--- src/rtl/boss_hp_tx.sv ---
// boss_hp_tx: transmit side of the boss-HP link between the two player boards.
// Watches the local boss HP and sends it to the UART transmitter as a 3-byte
// frame (HEADER, {1'b0,hp}, HEADER^{1'b0,hp}) over a valid/ready byte handshake.
// A frame is followed by GAP_CYCLES idle clocks.
//
// Ports:
//   clk          system clock
//   rst          synchronous active-high reset
//   game_start   single-cycle pulse, forces one frame
//   game_active  game state; frames launch only while it equals 1
//   boss_hp      local boss HP (0..100)
//   tx_ready     UART transmitter can accept a byte
//   tx_valid     tx_data holds a byte to send (registered)
//   tx_data      byte to send (registered)
//   busy         frame or post-frame gap in progress
//
// Optional feature: define BOSS_HP_TX_HEARTBEAT_EN to resend an unchanged HP
// every HEARTBEAT_CYCLES clocks while game_active==1.
module boss_hp_tx #(
  parameter logic [7:0] HEADER           = 8'hB5,
  parameter int         GAP_CYCLES       = 16,
  parameter int         HEARTBEAT_CYCLES = 65_000_000
) (
  input  logic       clk,
  input  logic       rst,
  input  logic       game_start,
  input  logic [1:0] game_active,
  input  logic [6:0] boss_hp,
  input  logic       tx_ready,
  output logic       tx_valid,
  output logic [7:0] tx_data,
  output logic       busy
);

  localparam int GW = (GAP_CYCLES > 2) ? $clog2(GAP_CYCLES) : 1;
  localparam logic [GW-1:0] GAP_LOAD = (GAP_CYCLES > 0) ? GW'(GAP_CYCLES - 1) : '0;

  typedef enum logic [2:0] {S_IDLE, S_HDR, S_HP, S_CHK, S_GAP} state_t;

  state_t        r_state;
  logic          r_tx_valid;
  logic [7:0]    r_tx_data;
  logic          r_busy;
  logic [6:0]    r_last_sent;
  logic [6:0]    r_snap;
  logic          r_force;
  logic          r_act_q;
  logic [GW-1:0] r_gap_cnt;

  logic w_active, w_enter, w_pending, w_launch, w_hb_hit, w_force_set;

  assign w_active  = (game_active == 2'd1);
  assign w_enter   = w_active && !r_act_q;
  assign w_pending = w_active && ((boss_hp != r_last_sent) || r_force);
  assign w_launch  = (r_state == S_IDLE) && w_pending;
  assign w_force_set = game_start || w_enter || w_hb_hit;

`ifdef BOSS_HP_TX_HEARTBEAT_EN
  localparam logic [26:0] HB_LAST = 27'(HEARTBEAT_CYCLES - 1);
  logic [26:0] r_hb_cnt;

  assign w_hb_hit = w_active && (r_hb_cnt == HB_LAST);

  always_ff @(posedge clk) begin
    if (rst || !w_active || w_launch || w_hb_hit) r_hb_cnt <= '0;
    else                                          r_hb_cnt <= r_hb_cnt + 27'd1;
  end
`else
  logic w_unused_hb;
  assign w_hb_hit    = 1'b0;
  assign w_unused_hb = (HEARTBEAT_CYCLES == 0);
`endif

  always_ff @(posedge clk) begin
    if (rst) begin
      r_state     <= S_IDLE;
      r_tx_valid  <= 1'b0;
      r_tx_data   <= 8'h00;
      r_busy      <= 1'b0;
      r_last_sent <= 7'h7F;
      r_snap      <= 7'h00;
      r_force     <= 1'b0;
      r_act_q     <= 1'b0;
      r_gap_cnt   <= '0;
    end else begin
      r_act_q <= w_active;
      // Launch wins over a same-cycle set: the frame being launched already
      // carries the current HP, so the request is satisfied by it.
      if (w_launch)         r_force <= 1'b0;
      else if (w_force_set) r_force <= 1'b1;

      case (r_state)
        S_IDLE: if (w_pending) begin
          r_snap     <= boss_hp;
          r_state    <= S_HDR;
          r_tx_valid <= 1'b1;
          r_tx_data  <= HEADER;
          r_busy     <= 1'b1;
        end
        S_HDR: if (tx_ready) begin
          r_state   <= S_HP;
          r_tx_data <= {1'b0, r_snap};
        end
        S_HP: if (tx_ready) begin
          r_state   <= S_CHK;
          r_tx_data <= HEADER ^ {1'b0, r_snap};
        end
        S_CHK: if (tx_ready) begin
          r_tx_valid  <= 1'b0;
          r_last_sent <= r_snap;
          if (GAP_CYCLES == 0) begin
            r_state <= S_IDLE;
            r_busy  <= 1'b0;
          end else begin
            r_gap_cnt <= GAP_LOAD;
            r_state   <= S_GAP;
          end
        end
        S_GAP: begin
          if (r_gap_cnt == '0) begin
            r_state <= S_IDLE;
            r_busy  <= 1'b0;
          end else begin
            r_gap_cnt <= r_gap_cnt - 1'b1;
          end
        end
        default: begin
          r_state    <= S_IDLE;
          r_tx_valid <= 1'b0;
          r_busy     <= 1'b0;
        end
      endcase
    end
  end

  assign tx_valid = r_tx_valid;
  assign tx_data  = r_tx_data;
  assign busy     = r_busy;

endmodule
--- config.mk ---
export PLATFORM = sky130hd
export DESIGN_NAME = boss_hp_tx
export DESIGN_NICKNAME = d
export VERILOG_FILES = /design/src/rtl/boss_hp_tx.sv
export SDC_FILE = /design/constraint.sdc
export NUM_CORES = 1
export LEC_CHECK = 0
export ABC_CLOCK_PERIOD_IN_PS = 1830
export BUFFER_PORTS_ARGS = -buffer_cell sky130_fd_sc_hd__buf_2
export CAP_MARGIN = 20
export CORE_MARGIN = 10
export CORE_UTILIZATION = 50
export CTS_CLUSTER_DIAMETER = 30
export DETAILED_ROUTE_END_ITERATION = 8
export MAX_ROUTING_LAYER = met4
export PLACE_DENSITY_LB_ADDON = 0.2
export SETUP_SLACK_MARGIN = 0.1
export SYNTH_ARGS = -nofsm -noshare
export SYNTH_HDL_FRONTEND = slang
export SYNTH_SLANG_ARGS = --single-unit
--- constraint.sdc ---
create_clock -name clk -period 1.83 [get_ports clk]
set_clock_uncertainty 0.2 [all_clocks]
set_input_delay 0.183 -clock clk [delete_from_list [all_inputs] [get_ports clk]]
set_output_delay 0.183 -clock clk [all_outputs]
set_load 0.01 [all_outputs]
==> flow_summary.toml <==
[outcome]
status = "finished, final reports clean"

[logic_synthesis]
synth_top_cell_area_share_pct = 42.7
synth_nets = 186
synth_edf_count = 0
synth_ff_type = "dfxtp_1"
yosysWarnings = 0
synth_cell_types = 32
synth_top_area_cell = "dfxtp_1"
avgSynthCellArea_um2 = 9.00
syn_area_mm2 = 0.00155
async_flop_share_pct = 0
synth_common_cells = "33 x dfxtp_1, 20 x nand2b_1, 16 x nand2_1"
seq_area_frac_synth_pct = 42.7
ys_ff_latch = 33
synthCells = 172
yosysMostFrequentCell = "dfxtp_1"
synth.area.top_cells = "dfxtp_1 43%, nand2b_1 8.1%, mux2i_1 7.1%"

[timing]
rsz0062_at_grt = "true"
clock.fmax_mhz = 554
slew_violations = 0
min_period_ns = 1.81
finalSetupViolations = 0
worst_pin_slew_ns = 0.687
finalWorstSetupSlack_ns = 0.0242
slew_headroom_pct = 54.2
fin_hold_ws_ns = 0.0268
fin_tns_setup_ns = 0
finalCritPeriodShare_pct = 98.7
hold_viol = 0

[clocking]
cts-root-buf = "clkbuf_4"
clk_pin_slew_ns = 0.09
cts_inserted_buffers = 5
cts_tree = "yes"
clock_sinks = 33
htree_levels = 2
clockBufferDepth = 2
clk_latency_ns = 0.33

[die]
dieArea_mm2 = 0.00572
chipWidth_um = 75.6
initial_core_util_pct = 51.5
fp.dieH_um = 75.6
io_pins = 23
coreArea_mm2 = 0.00300
rows = 20

[worst_setup_path]
cp.arrival_ns = 1.83
path_class = "register to register"
r2r-start = "r_last_sent[5]"
crit_path_start_kind = "register"
end_kind = "register"
crit_required_ns = 1.85
critPathMaxFanout = 8
rr_worst_depth = 5
critPathLaunch = "r_last_sent[5]"
reg2reg_slack_ns = 0.02
rr_endpoint = "r_snap[0]"

[finish]
antenna_cells = 0
multi_input_area_um2 = 903
regArea_um2 = 662
nets = 232
postLayoutCellArea_mm2 = 0.00203
postLayoutCoreUtil_pct = 67.7
drive_gt1_share_pct = 29.4
fillers = 237
instances_no_fill = 251
syn2layout_area_growth_pct = 31.3

[global_route]
grt_pass1_wl_um = 6000
overflow = 0
antenna_found_initial = 0
grtUsageTotal_pct = 14.2
grt_pass1_vias = 1384
grt_max_degree = 44

[power_and_ir_drop]
power_mw = 1.46
clkPwrFrac_pct = 27.8
intPower_mw = 1.08
leakagePower_nw = 0.827
worst_ir_drop_vdd_v = 0.000483
combPwrFrac_pct = 18.8
power_density_mw_per_mm2 = 720
p_sw_uw = 385
switching_share_pct = 26.3
pwr-share-seq_pct = 53.5

[drt]
drtIter0Drc = 100
drtPass1Iterations = 4
ant_nets = 0
remaining_drc_errors = 0
via_per_inst = 5.29
num_vias = 1329
postRouteWirelength_um = 3550
routedWlPerCell_um = 14.1

[placement]
port_buffers = 22
pre_cts_slack_ns = -0.148
placed_cells = 230
placed_area_mm2 = 0.00174
hpwl_um = 2420
routabilityCongestion = 0.777

[min_path]
min_path_cells = 4
hold_end = "r_state[0]"
hp-class = "input pin to register"
hp-start = "tx_ready"

[job]
drv_cap = 0
critical path, stage by stage, from the launching register on:
cell     delay (ns)
dfxtp_2        0.33
xor2_1         0.13
or4_4          0.53
o21a_4         0.26
buf_6          0.14
mux2i_1        0.11
state kept, by name, indices dropped and copies added, names as in the netlist, 3 cells and up:
signal       cells
tx_data          8
r_last_sent      7
r_snap           7
r_gap_cnt        4
r_state          3
layout make-up:
cell class              count  share of cell area [%]
clock buffers               7                    2.71
inverters                   8                    1.48
multi-input cells         123                    44.5
flip-flops and latches     33                    32.6
well taps                  33                    2.03
repair buffers             47                    16.7
cells in the final DEF, fill, tap and decap left out, types with 2 or more instances in the layout:
cell type | netlist | layout
o41ai_2 | 2 | 3
a211oi_1 | 3 | 2
buf_2 | 0 | 22
nand2_1 | 16 | 16
o211ai_1 | 2 | 2
clkbuf_4 | 0 | 5
buf_4 | 0 | 10
a21oi_2 | 1 | 2
mux2i_1 | 11 | 11
nor3_1 | 4 | 3
nor2_1 | 12 | 11
dlygate4sd3_1 | 0 | 11
buf_6 | 1 | 4
dfxtp_1 | 33 | 32
o21ai_0 | 6 | 5
a221oi_2 | 0 | 4
xor2_1 | 3 | 3
a21oi_1 | 7 | 6
xnor2_1 | 7 | 7
inv_1 | 8 | 6
nand2b_1 | 20 | 20
inv_2 | 0 | 2
nand3b_1 | 10 | 10
worst max-delay path by stage:
stage | slack, ns | endpoint | cells past startpoint
2_1_floorplan | 0.004 | tx_data[1] | 5
3_3_place_gp | -0.1 | r_snap[5] | 6
3_5_place_dp | -0.15 | r_force | 6
4_1_cts | -0.009 | tx_data[3] | 4
5_1_grt | -0.05 | r_snap[0] | 5
6_report | 0.02 | r_snap[0] | 5
cells by family (layout without fill, tap and decap cells):
| family | count (synthesis) | count (layout) | synth area share (%) |
|---|---|---|---|
| AND/OR/NAND/NOR | 73 | 73 | 26.2 |
| AO/OA/AOI/OAI | 28 | 28 | 13.2 |
| flip-flops | 33 | 33 | 42.7 |
| multiplexers | 11 | 11 | 7.11 |
| XOR/XNOR | 10 | 10 | 5.66 |
| buffers and inverters | 16 | 62 | 4.37 |
| adder cells (fa/ha/maj) | 1 | 1 | 0.808 |
routing by layer:
metal	routed length (um)	share of wire, %	GRT usage, %	up-vias
met2	1760	50	23.6	25
met5	0	0	-	-
met3	164	4.6	4.95	5
met1	1570	44	15.2	616
li1	-	-	-	683
met4	49	1.4	5.36	0
power by group through the flow:
stage	clock (mW)	sequential (mW)	combinational, mW
finish	0.406	0.782	0.275
global route	0.456	0.788	0.303
CTS	0.419	0.781	0.257
detailed placement	0	0.797	0.221
global placement	0	0.796	0.214
floorplan	0	0.800	0.134
timing repair:
item | in CTS | in global routing
pin swaps | 4 | 4
setup buffers | 2 | 1
endpoints found under the hold margin | 11 | 0
gates cloned | 0 | 0
hold buffers | 11 | 0
gates resized for setup | 12 | 13
setup endpoints to repair | 18 | 23
(Power assumes the default switching activity.)
